$ cat src/rtl/fp16_vec_accum.sv
`default_nettype none
// ============================================================================
// Module      : fp16_vec_accum
// Description : Four-lane FP16 accumulator. Sums the FP16 product vector from
//               the FP8 multiplier lane-by-lane over a group of beats; a beat
//               flagged in_last closes the group and the lane sums are
//               presented on a registered valid/ready output.
//               Build option: define FP16_ACC_SAT_EN to saturate on overflow
//               to signed max finite; otherwise overflow gives signed infinity.
// Revision    : 1.0 - initial release
// ============================================================================
module fp16_vec_accum (
    input  logic        clk,
    input  logic        rst,
    input  logic        in_valid,
    output logic        in_ready,
    input  logic [63:0] in_vec,
    input  logic        in_last,
    output logic        out_valid,
    input  logic        out_ready,
    output logic [63:0] acc_vec,
    output logic [7:0]  beat_cnt
);

    localparam int          LANES     = 4;
    localparam logic [14:0] MAX_FIN   = 15'h7BFF;
    localparam logic [14:0] INF_MAG   = 15'h7C00;
    localparam logic [4:0]  EXP_SPEC  = 5'h1F;

    // Truncating FP16 add: subnormals flushed, inf/NaN inputs read as max finite.
    function automatic logic [15:0] fp16_add(input logic [15:0] a, input logic [15:0] b);
        logic              sa, sb, sl, ss;
        logic [4:0]        ea, eb, el, es, diff;
        logic [10:0]       ma, mb, ml, ms, ms_sh;
        logic [11:0]       sum;
        logic [3:0]        pos, lz;
        logic signed [6:0] e_res;
        logic [9:0]        mant;
        logic [15:0]       res;
        sa = a[15];
        sb = b[15];
        ea = a[14:10];
        eb = b[14:10];
        ma = (ea == 5'd0) ? 11'd0 : {1'b1, a[9:0]};
        mb = (eb == 5'd0) ? 11'd0 : {1'b1, b[9:0]};
        if (ea == EXP_SPEC) begin
            ea = 5'd30;
            ma = 11'h7FF;
        end
        if (eb == EXP_SPEC) begin
            eb = 5'd30;
            mb = 11'h7FF;
        end
        // Order operands by magnitude; a flushed zero has exp 0 and mant 0.
        if ({ea, ma} >= {eb, mb}) begin
            sl = sa; el = ea; ml = ma;
            ss = sb; es = eb; ms = mb;
        end else begin
            sl = sb; el = eb; ml = mb;
            ss = sa; es = ea; ms = ma;
        end
        diff  = el - es;
        ms_sh = ms >> diff;
        if (sl == ss)
            sum = {1'b0, ml} + {1'b0, ms_sh};
        else
            sum = {1'b0, ml} - {1'b0, ms_sh};
        // Position of the leading one within the 11-bit field.
        pos = 4'd0;
        for (int k = 0; k < 11; k++) begin
            if (sum[k])
                pos = k[3:0];
        end
        lz = 4'd10 - pos;
        if (sum[11]) begin
            e_res = $signed({2'b00, el}) + 7'sd1;
            mant  = sum[10:1];
        end else begin
            e_res = $signed({2'b00, el}) - $signed({3'b000, lz});
            mant  = sum[9:0] << lz;
        end
        if (sum == 12'd0 || e_res <= 7'sd0) begin
            res = 16'h0000;
        end else if (e_res >= 7'sd31) begin
`ifdef FP16_ACC_SAT_EN
            res = {sl, MAX_FIN};
`else
            res = {sl, INF_MAG};
`endif
        end else begin
            res = {sl, e_res[4:0], mant};
        end
        return res;
    endfunction

    logic [LANES-1:0][15:0] acc_q;
    logic [LANES-1:0][15:0] acc_d;
    logic [7:0]             cnt_q;
    logic [7:0]             cnt_d;
    logic                   out_valid_q;
    logic [63:0]            acc_vec_q;
    logic [7:0]             beat_cnt_q;
    logic                   w_accept;

    assign in_ready  = !out_valid_q || out_ready;
    assign w_accept  = in_valid && in_ready;
    assign out_valid = out_valid_q;
    assign acc_vec   = acc_vec_q;
    assign beat_cnt  = beat_cnt_q;

    // Saturating running beat count including the current beat.
    assign cnt_d = (cnt_q == 8'hFF) ? 8'hFF : cnt_q + 8'd1;

    for (genvar gi = 0; gi < LANES; gi++) begin : g_lane
`ifdef FP16_ACC_SAT_EN
        assign acc_d[gi] = fp16_add(acc_q[gi], in_vec[16*gi +: 16]);
`else
        // An overflowed lane holds infinity until the group closes.
        assign acc_d[gi] = (acc_q[gi][14:10] == EXP_SPEC) ? acc_q[gi]
                                                           : fp16_add(acc_q[gi], in_vec[16*gi +: 16]);
`endif
    end

    // Accumulate accepted beats; on a closing beat publish the sums and restart.
    always_ff @(posedge clk or posedge rst) begin
        if (rst) begin
            acc_q       <= '0;
            cnt_q       <= 8'd0;
            out_valid_q <= 1'b0;
            acc_vec_q   <= 64'd0;
            beat_cnt_q  <= 8'd0;
        end else begin
            if (w_accept) begin
                if (in_last) begin
                    acc_vec_q  <= acc_d;
                    beat_cnt_q <= cnt_d;
                    acc_q      <= '0;
                    cnt_q      <= 8'd0;
                end else begin
                    acc_q      <= acc_d;
                    cnt_q      <= cnt_d;
                end
            end
            if (w_accept && in_last)
                out_valid_q <= 1'b1;
            else if (out_ready)
                out_valid_q <= 1'b0;
        end
    end

endmodule
`default_nettype wire
$ cat config.mk
export PLATFORM = sky130hd
export DESIGN_NAME = fp16_vec_accum
export DESIGN_NICKNAME = d
export VERILOG_FILES = /design/src/rtl/fp16_vec_accum.sv
export SDC_FILE = /design/constraint.sdc
export NUM_CORES = 1
export LEC_CHECK = 0
export ABC_CLOCK_PERIOD_IN_PS = 11400
export BUFFER_PORTS_ARGS = -buffer_cell sky130_fd_sc_hd__buf_2
export CAP_MARGIN = 30
export CORE_ASPECT_RATIO = 0.9
export CORE_MARGIN = 2
export CORE_UTILIZATION = 45
export DETAILED_ROUTE_END_ITERATION = 10
export SYNTH_ARGS = -nofsm -noshare
export SYNTH_HDL_FRONTEND = slang
export SYNTH_SLANG_ARGS = --single-unit
$ cat constraint.sdc
create_clock -name clk -period 11.4 [get_ports clk]
set_input_delay 0.57 -clock clk [delete_from_list [all_inputs] [get_ports clk]]
set_output_delay 0.57 -clock clk [all_outputs]
set_load 0.01 [all_outputs]
; After elaboration in Yosys (flattened, before gate mapping)
; Cells that the tools add are included.
; W data, S select, Z words.
[classes]
n_lt_le_gt_ge = 12
n_eq_ne = 13
addsub = 25
shift = 8
muxes = 117
reduce_logical = 22
[ops]
columns = op, n
row1 = $mux W11, 24
row2 = $mux W4, 36
row3 = $mux W16, 8
row4 = $mux W5, 16
row5 = $ge A16 B16 Y1, 4
row6 = $mux W64, 1
row7 = $mux W15, 4
row8 = $add A11 B11 Y12, 4
row9 = $logic_not A12 Y1, 4
row10 = $mux W12, 4
row11 = $sub A11 B11 Y12, 4
row12 = $shr A11 B5 Y11, 4
row13 = $eq A5 B5 Y1 const B, 8
row14 = $logic_not A5 Y1, 8
row15 = $mux W10, 4
row16 = $shl A10 B4 Y10, 4
row17 = $ge A7 B6 Y1 const B, 4
row18 = $le A7 B1 Y1 const B, 4
row19 = $mux W7, 4
row20 = $add A5 B1 Y6 const B, 4
row21 = $sub A5 B4 Y6, 4
row22 = $sub A5 B5 Y5, 4
row23 = $mux W8, 2
row24 = $sub A4 B4 Y4 const A, 4
row25 = other kinds (9), 30
[totals]
elab_cells = 205
in_bits = 69
out_inout_bits = 74
reg_bits = 145

; Depth between registers and ports, before layout
; Gate-level depths: netlist of the first run.
[logic_depth]
word_depth = 27
mapped_depth = 59
mapped_depth_nobuf = 48

; Worst setup path before layout of the first run
; Ideal clock, no wire load.
[synth_path]
path_type = input -> register
start = input port in_vec[42]
end = register acc_vec_q[39] (netlist: acc_vec[39])
path_buffers = 2
slack_ps = 302
arrival_ps = 11020
setup_ps = 77
cell_stages = 42
path_cell_list = or4_4 -> clkbuf_1 -> a22oi_1 -> ha_1 -> a21o_1 -> a221oi_2 -> o221ai_1 -> nor3_2 -> buf_2 -> mux2i_1 -> inv_1 -> ha_1 -> a221o_1 -> xor2_2 -> mux4_2 -> mux2_2 -> nand2_1 -> nand3_1 -> [6 not listed] -> nor3_1 -> or4b_2 -> a21oi_2 -> ha_1 -> xnor2_1 -> clkinv_1 -> ha_1 -> o21ai_0 -> nand2b_1 -> xor2_1 -> or2_2 -> nor4_1 -> mux2_2 -> nor4_2 -> nand2_1 -> or4_1 -> a21o_1 -> a21oi_1
[synth_via]
elab_chain_cells = 26
[synth_lines]
columns = item, line_no
row1 = from (decl), 17  ; input logic [63:0] in_vec,
row2 = $logic_not A5 Y1, 45  ; mb = (eb == 5'd0) ? 11'd0 : {1'b1, b[9:0]};
row3 = $mux W11, 45
row4 = $mux W11, 50  ; if (eb == EXP_SPEC) begin
row5 = $ge A16 B16 Y1, 55  ; if ({ea, ma} >= {eb, mb}) begin
row6 = $mux W5, 55
row7 = $sub A5 B5 Y5, 62  ; diff = el - es;
row8 = $shr A11 B5 Y11, 63  ; ms_sh = ms >> diff;
row9 = $sub A11 B11 Y12 or $add A11 B11 Y12 (tied branches), "67, 65"
row10 = [2 not listed], -
row11 = $mux W4 (9 in series), 71  ; if (sum[k])
row12 = $sub A4 B4 Y4, 74  ; lz = 4'd10 - pos;
row13 = $sub A5 B4 Y6, 79  ; e_res = $signed({2'b00, el}) - $signed({3'b000, lz});
row14 = $mux W7, 75  ; if (sum[11]) begin
row15 = $ge A7 B6 Y1 or $le A7 B1 Y1 (tied branches), "84, 82"
row16 = $mux W15 or $logic_or A1 B1 Y1 (tied branches), "84, 82"
row17 = $mux W16 *, 82  ; if (sum == 12'd0 || e_res <= 7'sd0) begin
row18 = $mux W16 *, 119  ; assign acc_d[gi] = (acc_q[gi][14:10] == EXP_SPEC) ? acc_q[gi]
row19 = to (signal assigned), 130  ; acc_vec_q <= 64'd0;
row20 = to (signal assigned), 135  ; acc_vec_q <= acc_d;
row21 = to (decl), 101  ; logic [63:0] acc_vec_q;
; Every way passes the cells marked *; elsewhere a longest branch is shown, timed or not.
; A chain may end at the register's enable or synchronous reset.

; Worst setup path in the final report of the first run
[layout_path]
start = register acc_q[27] (netlist bit)
end = register acc_vec_q[19] (netlist: acc_vec[19])
[layout_via]
elab_chain_cells = 26
[layout_lines]
columns = item, line_no
row1 = from (decl), 96  ; logic [LANES-1:0][15:0] acc_q;
row2 = from (signal assigned), 127  ; acc_q <= '0;
row3 = from (signal assigned), 137  ; acc_q <= '0;
row4 = from (signal assigned), 140  ; acc_q <= acc_d;
row5 = $logic_not A5 Y1, 44  ; ma = (ea == 5'd0) ? 11'd0 : {1'b1, a[9:0]};
row6 = $mux W11, 44
row7 = $mux W11, 46  ; if (ea == EXP_SPEC) begin
row8 = $ge A16 B16 Y1, 55
row9 = $mux W5, 55
row10 = $sub A5 B5 Y5, 62
row11 = $shr A11 B5 Y11, 63
row12 = $sub A11 B11 Y12 or $add A11 B11 Y12 (tied branches), "67, 65"
row13 = [2 not listed], -
row14 = $mux W4 (9 in series), 71
row15 = $sub A4 B4 Y4, 74
row16 = $sub A5 B4 Y6, 79
row17 = $mux W7, 75
row18 = $ge A7 B6 Y1 or $le A7 B1 Y1 (tied branches), "84, 82"
row19 = $mux W15 or $logic_or A1 B1 Y1 (tied branches), "84, 82"
row20 = $mux W16, 82
row21 = $mux W16 *, 119
; Marked as above.

==> flow_metrics.env, run 1 <==
export IMPL_cp_arrival_ns=11.16
export IMPL_setup_violations=0
export IMPL_h_tree_depth=4
export IMPL_initialDrtViolationCount=1728
export IMPL_route_detailed_drc=0
export IMPL_final_cell_count_no_fill=3509
export IMPL_die_w_um=230
export IMPL_dpl_hpwl_mm=54.9
export IMPL_clock_skew_ns=0.0117
export IMPL_synth_net_count=3013
export IMPL_synthFlopType="dfrtp_1"
export IMPL_overflow=0
export IMPL_fmax_mhz=92.4
export IMPL_antenna_cells=0
export IMPL_dp_cells=3467
export IMPL_routedWlPerCell_um=19.8
export IMPL_cts_sinks=145
export IMPL_numCtsBuffers=17
export IMPL_cp_max_fo=20
export IMPL_yosysSeqAreaShare_pct=17.5
export IMPL_min_period_ns=10.82
export IMPL_setup_worst_path_start="acc_q[27]$_DFFE_PP0P_"
export IMPL_status="completed"
export IMPL_synth_top_area_share_pct=17.5
export IMPL_synth_seq_cells=145
export IMPL_ctsHoldBuffers=0
export IMPL_avgViaCountPerCell=6.19
export IMPL_max_slew_worst_pin_slew_ns=1.09
export IMPL_wl_mm=69.6
export IMPL_grt_first_pass_wirelength_mm=109
export IMPL_drtAntennaViolNets=0
export IMPL_dr_pass1_iters=6
export IMPL_synth_most_common_cell="nand2_1"
export IMPL_grt_max_degree=83
export IMPL_critPathKind="flip-flop to flip-flop"
export IMPL_port_buffers=142
export IMPL_final_max_slew_violation_count=0
export IMPL_initial_utilization_pct=45.6
export IMPL_max_clock_path_buffers=2
export IMPL_die_h_um=208
export IMPL_root_buffer="clkbuf_16"
export IMPL_yosysTopAreaCell="dfrtp_1"
export IMPL_grt_util_met2_pct=43.5
export IMPL_yosysUniqueCellTypes=108
export IMPL_slowest_stage="or4_1"
export IMPL_crit_path_end_kind="flip-flop"
export IMPL_worstPathBufferInverterCount=6
export IMPL_grtUsageTotal_pct=27.9
export IMPL_antenna_found_initial=0
export IMPL_core_mm2=0.0455
export IMPL_hold_viol_final=0
export IMPL_first_global_vias=19800
export IMPL_clkTransAtPathRegs_ns=0.07
export IMPL_max_cap_violations=0
export IMPL_gr_usage_met1_pct=39.8
export IMPL_cts_tree="built"
export IMPL_reg2reg_from="acc_q[27]$_DFFE_PP0P_"
export IMPL_synth_area_leaders="dfrtp_1, ha_1, a21oi_1, nand2_1, mux2i_1"
export IMPL_synthesis_instances=2795
export IMPL_syn_area_mm2=0.0208
export IMPL_vias=21700
export IMPL_fin_nets=3107
export IMPL_synth_edff_count=0
export IMPL_hp_class="primary input to async pin"
export IMPL_met3_usage_pct=4.73
export IMPL_async_flop_share_pct=100
export IMPL_cp_top_family="compound AO/OA/AOI/OAI gates"
export IMPL_clkLatencyLatePin_ns=0.44
export IMPL_num_rows=74
export IMPL_syn_area_per_cell_um2=7.42
export IMPL_busiest_layer="met2"
export IMPL_area_growth_synth_to_final_pct=11.5
export IMPL_die_area_mm2=0.0479
export IMPL_yosys_warnings=0
export IMPL_gp_congestion=0.967
export IMPL_cpPeakStageDelay_ns=0.61
export IMPL_critPathLaunchType="flip-flop"
export IMPL_slew_headroom_pct=26.7
export IMPL_io_pins=143
export IMPL_drive_above_1_share_pct=15.7
export IMPL_synth_common_cells="nand2_1, a21oi_1, nor2_1"
export IMPL_finalCritPeriodShare_pct=94.9
export IMPL_worstPathRequired_ns=11.74
-- worst paths after layout --
kind / cells past startpoint / endpoint / slack (ns)
max: 43 / acc_vec[19]$_DFFE_PP0P_ / 0.58
min: 2 / out_valid$_DFFE_PP0P_ / 0.25
max reg2reg: 43 / acc_vec[19]$_DFFE_PP0P_ / 0.58
min reg2reg: 2 / acc_vec[14]$_DFFE_PP0P_ / 0.48
max in group asynchronous: 4 / acc_vec[19]$_DFFE_PP0P_ / 10.15
min in group clk: 2 / acc_vec[14]$_DFFE_PP0P_ / 0.48
-- through the flow --
| stage | TNS [ns] | worst slack (ns) | hold WS [ns] | instance area [um2] | util [%] |
|---|---|---|---|---|---|
| 2_1_floorplan | 0 | 0.302 | 0.463 | 20800 | - |
| 3_3_place_gp | 0 | 0.0282 | 0.470 | 22200 | 48.8 |
| 3_5_place_dp | -0.543 | -0.185 | 0.477 | 22200 | 48.9 |
| 4_1_cts | 0 | 0.000714 | 0.266 | 22800 | 50.2 |
| 5_1_grt | -0.228 | -0.0681 | 0.299 | 23100 | 50.9 |
| 6_report | 0 | 0.581 | 0.251 | 23100 | 50.9 |
-- layout make-up --
cell class | count | area (um2)
fillers | 4434 | 22300
multi-input cells | 2348 | 16100
flip-flops and latches | 145 | 3630
repair buffers | 241 | 1480
well taps | 608 | 761
inverters | 136 | 519
clock buffers | 19 | 453
clock inverters | 12 | 148
-- worst reg2reg max path: cells and delay by family, from the launching register on --
family / cells / cell delay, ns
AOI/OAI and AO/OA: 20 / 4.62
xor gates and xnor gates: 1 / 0.13
adders and majority gates: 6 / 1.90
buffers and inverters: 6 / 0.95
DFF: 1 / 0.48
and+or+nand+nor: 10 / 2.62
-- placed cells by master (no fill, tap or decap), types with 32 or more instances in the layout --
| master | instances |
|---|---|
| mux2_2 | 41 |
| inv_1 | 127 |
| nand3_1 | 66 |
| buf_4 | 92 |
| nor3_1 | 47 |
| o31ai_1 | 33 |
| xnor2_1 | 65 |
| ha_1 | 139 |
| buf_2 | 145 |
| nand2_1 | 322 |
| a211oi_1 | 40 |
| nor2_1 | 260 |
| nand2b_1 | 43 |
| a31oi_1 | 57 |
| a21o_1 | 57 |
| nand4_1 | 32 |
| dfrtp_1 | 145 |
| and3_1 | 33 |
| o21ai_0 | 164 |
| a21oi_1 | 254 |
| mux2i_1 | 99 |
-- cell families (layout without fill, tap and decap cells) --
group	after synthesis	after routing	synth area share [%]
compound gates	923	923	29.4
xor+xnor	101	101	4.33
fa+ha+maj	149	149	9.27
buf+inv	302	408	5.74
flops	145	145	17.5
mux	182	182	10.9
simple gates	993	993	22.8
-- metal layers --
metal | routed length [um] | part of all wire, %
met3 | 4600 | 6.6
met2 | 30800 | 44
met1 | 32600 | 47
met4 | 1610 | 2.3
met5 | 0 | 0
-- flip-flops by register name, summed over array words and instances (netlist names) --
register   count
beat_cnt       8
out_valid      1
cnt_q          8
acc_q         64
acc_vec       64
-- repair_timing --
item                                    in CTS  in global routing
setup buffers                                0                  9
resized for setup                            0                 45
endpoints found under the setup margin       0                102
Power of run 1 is not shown: default switching activity piles up to over one toggle a cycle in this logic, so the estimate is an artifact.
==> run 2, diff against run 1 <==
--- a/config.mk
+++ b/config.mk
@@ -9,7 +9,7 @@
 export BUFFER_PORTS_ARGS = -buffer_cell sky130_fd_sc_hd__buf_2
 export CAP_MARGIN = 30
 export CORE_ASPECT_RATIO = 0.9
-export CORE_MARGIN = 2
+export CORE_MARGIN = 3
 export CORE_UTILIZATION = 45
 export DETAILED_ROUTE_END_ITERATION = 10
 export SYNTH_ARGS = -nofsm -noshare
==> run 2 against run 1 <==
  * Wire length rose by 0.70%
  * Die area rose by 1.8%
  * Count of clock-buffer cells in the layout fell by 2
  * Global-route usage fell by 0.15 points
  * Cell count fell by 0.37%
  * Critical path depth fell by 1
  * Critical path type unchanged
==> flow_metrics.env, run 2 (synthesized netlist as in run 1, its figures left out) <==
export IMPL_port_buffers=142
export IMPL_clkLatencyLatePin_ns=0.45
export IMPL_cts_sinks=145
export IMPL_status="completed"
export IMPL_ctsHoldBuffers=0
export IMPL_first_global_vias=20100
export IMPL_dr_pass1_iters=6
export IMPL_initial_utilization_pct=45.6
export IMPL_crit_path_end_kind="flip-flop"
export IMPL_fmax_mhz=92.3
export IMPL_finalCritPeriodShare_pct=95.0
export IMPL_avgViaCountPerCell=6.22
export IMPL_area_growth_synth_to_final_pct=10.8
export IMPL_overflow=0
export IMPL_numCtsBuffers=17
export IMPL_fin_nets=3094
export IMPL_grt_max_degree=85
export IMPL_final_max_slew_violation_count=0
export IMPL_final_common_cell="nand2_1"
export IMPL_fin_hold_ws_ns=0.253
export IMPL_drtAntennaViolNets=0
export IMPL_grt_first_pass_wirelength_mm=110
export IMPL_setup_tns_ns=0
export IMPL_max_slew_worst_pin_slew_ns=1.03
export IMPL_hold_viol_final=0
export IMPL_cpPeakStageDelay_ns=0.63
export IMPL_slowest_stage="or4_1"
export IMPL_cp_arrival_ns=11.17
export IMPL_slew_headroom_pct=30.3
export IMPL_hp_class="primary input to async pin"
export IMPL_io_pins=143
export IMPL_dp_cells=3462
export IMPL_core_mm2=0.0455
export IMPL_cts_tree="built"
export IMPL_num_rows=74
export IMPL_die_h_um=210
export IMPL_max_cap_violations=0
export IMPL_rrSetupSlack_ns=0.57
export IMPL_fill_cells=4516
export IMPL_cp_max_fo=20
export IMPL_die_w_um=232
export IMPL_max_clock_path_buffers=2
export IMPL_routedWlPerCell_um=20.0
export IMPL_worstPathRequired_ns=11.74
export IMPL_antenna_cells=0
export IMPL_clkTransAtPathRegs_ns=0.07
export IMPL_layout_common_cells="nand2_1, nor2_1, a21oi_1, o21ai_0, dfrtp_1"
export IMPL_critPathLaunchType="flip-flop"
export IMPL_final_cell_count_no_fill=3496
export IMPL_wl_mm=70.1
export IMPL_setup_violations=0
export IMPL_h_tree_depth=4
export IMPL_gp_congestion=0.998
export IMPL_critPathKind="flip-flop to flip-flop"
export IMPL_vias=21700
export IMPL_rr_worst_depth=42
export IMPL_die_area_mm2=0.0487
export IMPL_antenna_found_initial=0
export IMPL_dpl_hpwl_mm=55.5
export IMPL_drive_above_1_share_pct=15.1
export IMPL_root_buffer="clkbuf_16"
export IMPL_clock_skew_ns=0.0163
export IMPL_initialDrtViolationCount=2063
export IMPL_grtUsageTotal_pct=27.8
export IMPL_min_period_ns=10.83
export IMPL_route_detailed_drc=0
==> run 2: cell types whose count changed in the layout (fill, tap and decap cells not counted), moves of 2 or more <==
cell and change:
buf_4 -10, a2111oi_1 +2, clkinv_4 -3, inv_6 +2, a2111oi_2 -2, clkbuf_8 -2, nor2_2 +2, buf_2 -3
a22oi_1 +2, a22oi_2 -2
==> run 2: repair_timing <==
item / 4_1_cts / 5_1_grt
endpoints found under the setup margin: 0 / 102
resized for setup: 0 / 37
buffers inserted: 0 / 3
==> run 2: area by class of cell <==
cell class / count / area, um2 / area share, %
clock buffers: 17 / 425 / 1.85
clock inverters: 14 / 171 / 0.746
inverters: 136 / 515 / 2.24
multi-input cells: 2348 / 16100 / 70.1
flip-flops and latches: 145 / 3630 / 15.8
well taps: 608 / 761 / 3.31
repair buffers: 228 / 1370 / 5.95
==> run 2: metrics by stage <==
step / cell area (um2) / util (%) / setup slack [ns]
finish: 23000 / 50.6 / 0.570
global route: 23000 / 50.6 / -0.0713
CTS: 22800 / 50.2 / 0.0800
detailed placement: 22200 / 48.8 / -0.0638
global placement: 22200 / 48.7 / 0.0203
floorplan: 20800 / - / 0.302
==> run 2: per-layer routing <==
metal | global-route usage [%] | wire [um]
met5 | 0 | 0
met4 | 5.38 | 1190
met3 | 3.22 | 3980
met2 | 43.6 | 31400
met1 | 41.2 | 33500
==> run 2: path summary, 6_finish.rpt <==
kind,from,endpoint
max,acc_q[27]$_DFFE_PP0P_,acc_vec[25]$_DFFE_PP0P_
min,rst,out_valid$_DFFE_PP0P_
max reg2reg,acc_q[27]$_DFFE_PP0P_,acc_vec[25]$_DFFE_PP0P_
min reg2reg,acc_vec[12]$_DFFE_PP0P_,acc_vec[12]$_DFFE_PP0P_
max in group asynchronous,rst,acc_q[57]$_DFFE_PP0P_
min in group clk,acc_vec[12]$_DFFE_PP0P_,acc_vec[12]$_DFFE_PP0P_
==> run 2: worst max-delay path: cells and delay by family, from the launching register on <==
kind	cells	cell delay [ns]
AOI/OAI and AO/OA	20	4.33
DFF	1	0.49
buffers and inverters	5	0.91
adders and majority gates	6	2.05
xor gates and xnor gates	1	0.16
and+or+nand+nor	10	2.78
Power of run 2 is left out for the same reason.
==> run 3, diff against run 2 <==
--- a/config.mk
+++ b/config.mk
@@ -12,6 +12,7 @@
 export CORE_MARGIN = 3
 export CORE_UTILIZATION = 45
 export DETAILED_ROUTE_END_ITERATION = 10
+export PLACE_DENSITY = 0.73
 export SYNTH_ARGS = -nofsm -noshare
 export SYNTH_HDL_FRONTEND = slang
 export SYNTH_SLANG_ARGS = --single-unit
==> run 3 against run 2 <==
  * Global-route usage down 0.59 points
  * Wire length down 0.90%
  * Clock skew down 0.0040 ns
  * Die area unchanged
  * Via count up 2.2%
  * Critical path depth up 4
  * Cell area up 0.66%
  * First-iteration DRC count up 17%
==> flow_metrics.env, run 3 (synthesized netlist as in run 1, its figures left out) <==
export IMPL_status="completed"
export IMPL_worstPathRequired_ns=11.72
export IMPL_clkTransAtPathRegs_ns=0.07
export IMPL_wl_met3_mm=5.23
export IMPL_core_mm2=0.0455
export IMPL_num_rows=74
export IMPL_max_clock_path_buffers=2
export IMPL_antenna_cells=0
export IMPL_io_pins=143
export IMPL_cp_top_family="simple AND/OR/NAND/NOR gates"
export IMPL_cts_sinks=145
export IMPL_hold_viol_final=0
export IMPL_cts_tree="built"
export IMPL_gp_congestion=0.969
export IMPL_die_h_um=210
export IMPL_drtAntennaViolNets=0
export IMPL_initial_utilization_pct=45.6
export IMPL_critPathLaunchType="flip-flop"
export IMPL_slowest_stage="or4b_2"
export IMPL_fin_nets=3097
export IMPL_final_common_cell="nand2_1"
export IMPL_die_w_um=232
export IMPL_final_max_slew_violation_count=0
export IMPL_first_global_vias=20500
export IMPL_routedWlPerCell_um=19.8
export IMPL_antenna_found_initial=0
export IMPL_grt_max_degree=82
export IMPL_utilization_pct=50.9
export IMPL_worstPathBufferInverterCount=6
export IMPL_fill_cells=4410
export IMPL_dpl_hpwl_mm=54.0
export IMPL_grtUsageTotal_pct=27.2
export IMPL_cpPeakStageDelay_ns=0.69
export IMPL_seq_area_mm2=0.00363
export IMPL_multi_input_area_mm2=0.0162
export IMPL_ctsHoldBuffers=0
export IMPL_area_growth_synth_to_final_pct=11.5
export IMPL_layout_common_cells="nand2_1, nor2_1, a21oi_1, o21ai_0, dfrtp_1"
export IMPL_vias=22200
export IMPL_m1WireLength_mm=31.3
export IMPL_grt_first_pass_wirelength_mm=109
export IMPL_initialDrtViolationCount=2424
export IMPL_clkLatencyLatePin_ns=0.43
export IMPL_root_buffer="clkbuf_16"
export IMPL_cp_arrival_ns=11.25
export IMPL_finalCritPeriodShare_pct=95.9
export IMPL_setup_violations=0
export IMPL_drive_above_1_share_pct=15.7
export IMPL_overflow=0
export IMPL_crit_path_end_kind="flip-flop"
export IMPL_route_detailed_drc=0
export IMPL_highest_layer="met4"
export IMPL_avgViaCountPerCell=6.35
export IMPL_slew_headroom_pct=24.3
export IMPL_critPathKind="flip-flop to flip-flop"
export IMPL_min_period_ns=10.93
export IMPL_h_tree_depth=4
export IMPL_fmax_mhz=91.5
export IMPL_cp_max_fo=12
export IMPL_clock_skew_ns=0.0123
export IMPL_fin_hold_ws_ns=0.212
export IMPL_dr_pass1_iters=7
export IMPL_max_slew_worst_pin_slew_ns=1.13
export IMPL_routed_wl_met2_mm=31.2
export IMPL_numCtsBuffers=17
export IMPL_max_cap_violations=0
export IMPL_die_area_mm2=0.0487
export IMPL_wl_mm=69.4
export IMPL_port_buffers=142
export IMPL_hp_class="primary input to async pin"
==> run 3: final timing paths <==
kind / startpoint / to / slack (ns) / depth (start not counted)
min: rst / acc_vec[45]$_DFFE_PP0P_ / 0.21 / 2
max in group asynchronous: rst / acc_q[20]$_DFFE_PP0P_ / 10.11 / 4
max reg2reg: acc_q[45]$_DFFE_PP0P_ / acc_q[35]$_DFFE_PP0P_ / 0.47 / 46
min reg2reg: acc_vec[14]$_DFFE_PP0P_ / acc_vec[14]$_DFFE_PP0P_ / 0.48 / 2
max: acc_q[45]$_DFFE_PP0P_ / acc_q[35]$_DFFE_PP0P_ / 0.47 / 46
min in group clk: acc_vec[14]$_DFFE_PP0P_ / acc_vec[14]$_DFFE_PP0P_ / 0.48 / 2
==> run 3: layout make-up <==
class	count	area share, %
Clock inverter	12	0.681
Multi-Input combinational cell	2348	70.0
Inverter	136	2.28
Clock buffer	20	1.93
Timing Repair Buffer	231	6.13
Sequential cell	145	15.7
Tap cell	608	3.29
==> run 3: repair_timing <==
item	CTS	global route
gates resized for setup	0	57
setup endpoints to repair	0	112
buffers inserted	0	11
==> run 3: per-stage QoR <==
stage	setup TNS, ns	instances	cell area, um2	worst slack, ns
floorplan	0	2795	20800	0.302
global placement	-0.257	3449	22100	-0.0273
detailed placement	-0.431	3456	22200	-0.155
CTS	0	3488	22800	0.00530
global route	-0.149	3500	23100	-0.0586
finish	0	3500	23100	0.473
==> run 3: routing by layer <==
layer | vias to the layer above | global-route usage, %
met4 | 0 | 7.28
met2 | 987 | 42.8
met3 | 114 | 4.74
li1 | 10500 | -
met5 | - | 0
met1 | 10600 | 38.4
Power of run 3 is left out for the same reason.
